<file path="config.mk">
export PLATFORM = sky130hd
export DESIGN_NAME = lmu_measacc
export DESIGN_NICKNAME = d
export VERILOG_FILES = /design/src/rtl/lmu_measacc.sv
export SDC_FILE = /design/constraint.sdc
export NUM_CORES = 1
export LEC_CHECK = 0
export ABC_AREA = 1
export BUFFER_PORTS_ARGS = -buffer_cell sky130_fd_sc_hd__buf_2
export CORE_ASPECT_RATIO = 1.2
export CORE_MARGIN = 2
export CORE_UTILIZATION = 53
export DETAILED_ROUTE_END_ITERATION = 8
export PLACE_DENSITY = 0.78
export REMOVE_ABC_BUFFERS = 1
export SKIP_LAST_GASP = 1
export SYNTH_ARGS = -nofsm -noshare
export SYNTH_HDL_FRONTEND = slang
export SYNTH_SLANG_ARGS = --single-unit
export TNS_END_PERCENT = 20
</file>
<file path="constraint.sdc">
create_clock -name clk -period 2.4 [get_ports clk]
set_clock_uncertainty 0.15 [all_clocks]
set_input_delay 0.24 -clock clk [delete_from_list [all_inputs] [get_ports clk]]
set_output_delay 0.24 -clock clk [all_outputs]
set_load 0.1 [all_outputs]
</file>
<file path="src/rtl/lmu_measacc.sv">
// Sequences one logical-measurement job into lmu_selproduct and
// XOR-accumulates the returned initial_meas into one result bit.
module lmu_measacc #(
  parameter int SELMEAS_BW = 6,
  parameter int MAX_SEL    = 4,
  parameter int CNT_BW     = 3
) (
  input  logic                          clk,
  input  logic                          rst,
  input  logic                          in_valid,
  output logic                          in_ready,
  input  logic [MAX_SEL*SELMEAS_BW-1:0] in_sel_list,
  input  logic [CNT_BW-1:0]             in_num_sel,
  input  logic                          in_reverse,
  input  logic                          in_flip,
  output logic [SELMEAS_BW-1:0]         sel_meas,
  output logic                          sel_reverse,
  input  logic                          initial_meas,
  output logic                          out_valid,
  input  logic                          out_ready,
  output logic                          out_result,
  output logic                          busy
);

  typedef enum logic [1:0] {
    IDLE  = 2'd0,
    DRIVE = 2'd1,
    DONE  = 2'd2
  } state_t;

  state_t state_q, state_d;

  logic [MAX_SEL*SELMEAS_BW-1:0] list_q;
  logic [CNT_BW-1:0]             idx_q;
  logic [CNT_BW-1:0]             n_q;
  logic                          acc_q;
  logic [CNT_BW-1:0]             n_in;
  logic [CNT_BW-1:0]             last_idx;
  logic [CNT_BW-1:0]             nxt_idx;
  logic [SELMEAS_BW-1:0]         nxt_entry;
  logic                          at_last;

  // Oversized job counts are clamped rather than rejected.
  assign n_in = (in_num_sel > CNT_BW'(MAX_SEL)) ? CNT_BW'(MAX_SEL)
                                                 : in_num_sel;

  assign last_idx = n_q - CNT_BW'(1);
  assign nxt_idx  = idx_q + CNT_BW'(1);
  assign at_last  = (idx_q == last_idx);

  always_comb begin
    nxt_entry = '0;
    for (int i = 0; i < MAX_SEL; i++) begin
      if (CNT_BW'(i) == nxt_idx)
        nxt_entry = list_q[i*SELMEAS_BW +: SELMEAS_BW];
    end
  end

  always_ff @(posedge clk) begin
    if (rst) state_q <= IDLE;
    else     state_q <= state_d;
  end

  always_comb begin
    state_d = state_q;
    unique case (state_q)
      IDLE: begin
        if (in_valid)
          state_d = (n_in == '0) ? DONE : DRIVE;
      end
      DRIVE: begin
        if (at_last) state_d = DONE;
      end
      DONE: begin
        if (out_ready) state_d = IDLE;
      end
      default: state_d = IDLE;
    endcase
  end

  always_ff @(posedge clk) begin
    if (rst) begin
      list_q      <= '0;
      idx_q       <= '0;
      n_q         <= '0;
      acc_q       <= 1'b0;
      sel_meas    <= '0;
      sel_reverse <= 1'b0;
    end else begin
      unique case (state_q)
        IDLE: begin
          if (in_valid) begin
            list_q <= in_sel_list;
            n_q    <= n_in;
            idx_q  <= '0;
            acc_q  <= in_flip;
            if (n_in != '0) begin
              sel_meas    <= in_sel_list[SELMEAS_BW-1:0];
              sel_reverse <= in_reverse;
            end
          end
        end
        DRIVE: begin
          // Invalid entries gate off whatever selproduct returns.
          acc_q <= acc_q ^ (sel_meas[0] & initial_meas);
          if (at_last) begin
            sel_meas <= '0;
          end else begin
            idx_q    <= nxt_idx;
            sel_meas <= nxt_entry;
          end
        end
        default: ;
      endcase
    end
  end

  assign in_ready   = (state_q == IDLE);
  assign out_valid  = (state_q == DONE);
  assign out_result = (state_q == DONE) & acc_q;
  assign busy       = (state_q != IDLE);

endmodule
</file>
==> results.txt <==
Counting every instance in the synthesized netlist gives 302. The path with the worst hold slack has its endpoint at sel_reverse. The clock net in this run drives a total of 40 sinks. The via count of the first global-routing pass came out at 1751. By startpoint and endpoint, the worst setup path is classified as reg -> reg.

The mean instance size in the synthesized netlist came out at 6.63 µm². The remaining antenna violation count after routing is 0. The synthesis warning total is 0. The worst hold path belongs to the class in -> reg. The initial standard-cell utilization of the core came out at 55.1%. The number of flops mapped to enable cells by yosys came out at 0. The kind of cell adding the most delay to the critical path is simple AND/OR/NAND/NOR gates. Of the synthesized area, sequential elements account for 40.0%. The endpoint kind of the worst setup timing path is a flop.

In this run the critical register-to-register path is launched from idx_q[0]. The setup-violating endpoint count in the final report came out at 0. The worst setup path is launched from a flop. The post-route netlist has 17.7% of its cells at a drive strength greater than 1.

The library cell used as clock root buffer is clkbuf_8. The post-cts hold buffer count is 0. Global routing used 21.8% of the available tracks.

In this run the worst path has a maximum fanout of 11. The total congestion overflow is 0. The placed cell area came out at 2240 µm². The critical path data required time came out at 2430 ps. The cell area power density came out at 811 nW/µm². The critical path goes through ha_1, ha_1, inv_2, nand2_1, or2_2, nand4_1, a21oi_1. The total power after layout is 1880 µW. The stage delay of the slowest cell on the critical path came out at 350 ps. The cell depth of the worst hold path came out at 2. Detailed placement finished with a half-perimeter wire length of 3240 µm. The standard-cell row count is 24.

The number of setup buffers added after CTS is 0. The synthesized area is 2000 µm². The final cell count without fillers is 397. Counting both buffers and inverters, the worst setup path holds a total of 1. The floorplan die width came out at 60.1 µm. The placer congestion estimate is 0.861. For the worst flop-to-flop path, the logic depth is 7. The mean number of vias per cell came out at 4.91. The critical path data arrival time is 2010 ps. The final core area utilization came out at 63.8%. The DRC violations left came out at 0. The quantity of gates resized following cts is 0. The count of buffers inserted at the top-level ports is 44. The buffer levels on the longest clock path is 2.

The clock reaches the later pin of the worst-skew pair after 290 ps. The net count reported at finish is 385. After detailed routing, the average wire length per cell comes to 10.8 µm. In this run the count of I/O pins placed on the die edge is 45. The proportion of register bits with asynchronous set or reset after synthesis is 0%. The number of maximum-capacitance constraint violations is 0. In this run the worst setup path begins at idx_q[0]. The area enclosed by the die boundary is 4290 µm². The filler cells instantiated in the layout total 373. The post-synthesis cell type count is 25. The largest net degree at the start of global routing came out at 37. The final critical-path required period is 1980 ps. The detailed-router iteration count before antenna repair is 4. The number of diodes is 0. Counting stages on the worst path, the most repeated cell is ha_1. The initial antenna violation count came out at 0. TritonCTS built the clock tree. The setup check on the worst reg-to-reg path leaves a slack of 420 ps. The top flip-flop cell by instance count after synthesis is dfxtp_1. The total core area is 3630 µm². The total count of max-transition violations in the final report came out at 0.

The first-pass GRT wire length came out at 7180 µm. The number of hold violations in the final report is 0. The post-CTS clock slew at the launch and capture registers of the worst setup and hold paths is 70 ps.

The slowest cell on the critical path is dfxtp_1. With fillers left out, the area of the finished cells amounts to 2320 µm². The number of flip-flops and latches in the synthesized netlist is 40. Dividing the final minimum period by the clock period gives 82.5%. The relative area change from synthesis to final layout is 15.8%. The capture point of the worst reg-to-reg path is sel_meas[4].

The DRC marker count from the first detailed-route iteration came out at 90. The flow ran to the end, and the final reports show no timing, DRC or antenna violations. At the pin with the least slew margin, the transition time is 487 ps. In this run the most critical hold path is launched from rst. The number of clock buffers added by TritonCTS is 5. The maximum operating frequency came out at 505 MHz.

For this design the static power due to leakage is 0.00117 µW. The worst slew margin relative to its limit is 67.7%. The aggregate routed wire length is 4280 µm.

The number of instances in the placed design is 390. Setup repair after global routing left no endpoint under its margin. The worst-case IR drop observed on VDD is 0.000514 V.

The detailed router placed 1948 vias in this run. The number of H-tree levels is 2. In this run the vertical extent of the chip is 71.3 µm. Adding up every negative setup slack in the final design gives 0 ps.
[placed cells by master (no fill, tap or decap), drive strengths merged]
cell	count
ha	6
nand4	1
a211oi	1
nor2	59
nand3	18
nand2	62
a21oi	29
nor3	2
or2	2
inv	35
o22ai	1
xor2	1
clkbuf	6
buf	47
clkinv	1
o21ai	34
dfxtp	40
[final cells by class]
| cell class | count | area, µm² | area share [%] |
|---|---|---|---|
| clock buffers | 6 | 72.6 | 3.13 |
| clock inverters | 1 | 5.00 | 0.216 |
| inverters | 35 | 131 | 5.66 |
| multi-input cells | 216 | 1000 | 43.2 |
| flip-flops and latches | 40 | 801 | 34.5 |
| well taps | 52 | 65.1 | 2.80 |
| repair buffers | 47 | 243 | 10.5 |
[power by group]
group / switching [µW] / internal, µW / total [µW]
Sequential: 46.7 / 745 / 792
Combinational: 481 / 189 / 670
Clock: 223 / 198 / 421
Total: 751 / 1130 / 1880
[synthesized netlist by cell type (3+ instances only)]
cell	number	area (µm²)
a21oi_1	29	145
buf_2	3	15.0
clkbuf_1	3	11.3
dfxtp_1	40	801
ha_1	6	75.1
inv_1	33	124
nand2_1	60	225
nand3_1	18	90.1
nor2_1	58	218
o21ai_0	31	155
[per-stage QoR]
stage          setup WS (ps)  hold slack (ps)
6_report                 421             20.6
5_1_grt                  219             23.1
4_1_cts                  423             17.2
3_5_place_dp             442              296
3_3_place_gp             508              294
2_1_floorplan           -425              159
[kinds of logic (layout without fill, tap and decap cells)]
group | count (synthesis) | count (layout) | synth area share (%)
simple gates | 144 | 144 | 29.0
flops | 40 | 40 | 40.0
xor+xnor | 1 | 1 | 0.437
fa+ha+maj | 6 | 6 | 3.75
buf+inv | 46 | 89 | 9.99
compound gates | 65 | 65 | 16.9
[how the worst max path moves through the flow]
| stage | slack, ps | to | cells past startpoint |
|---|---|---|---|
| finish | 420 | sel_meas[4] | 7 |
| global route | 220 | sel_meas[2] | 9 |
| CTS | 420 | sel_meas[4] | 7 |
| detailed placement | 440 | sel_meas[4] | 7 |
| global placement | 510 | sel_meas[4] | 7 |
| floorplan | -430 | out_result | 1 |
[registers in the layout (all words and copies together) (netlist names)]
name	count
list_q	24
sel_reverse	1
sel_meas	6
idx_q	3
state_q	2
n_q	3
acc_q	1
[layer usage]
layer	part of all wire [%]	track usage, %
met3	3.0	5.23
met1	44	24.9
met2	50	37.2
met5	0	0
met4	2.7	10.1
Power figures use the tool's default switching activity.
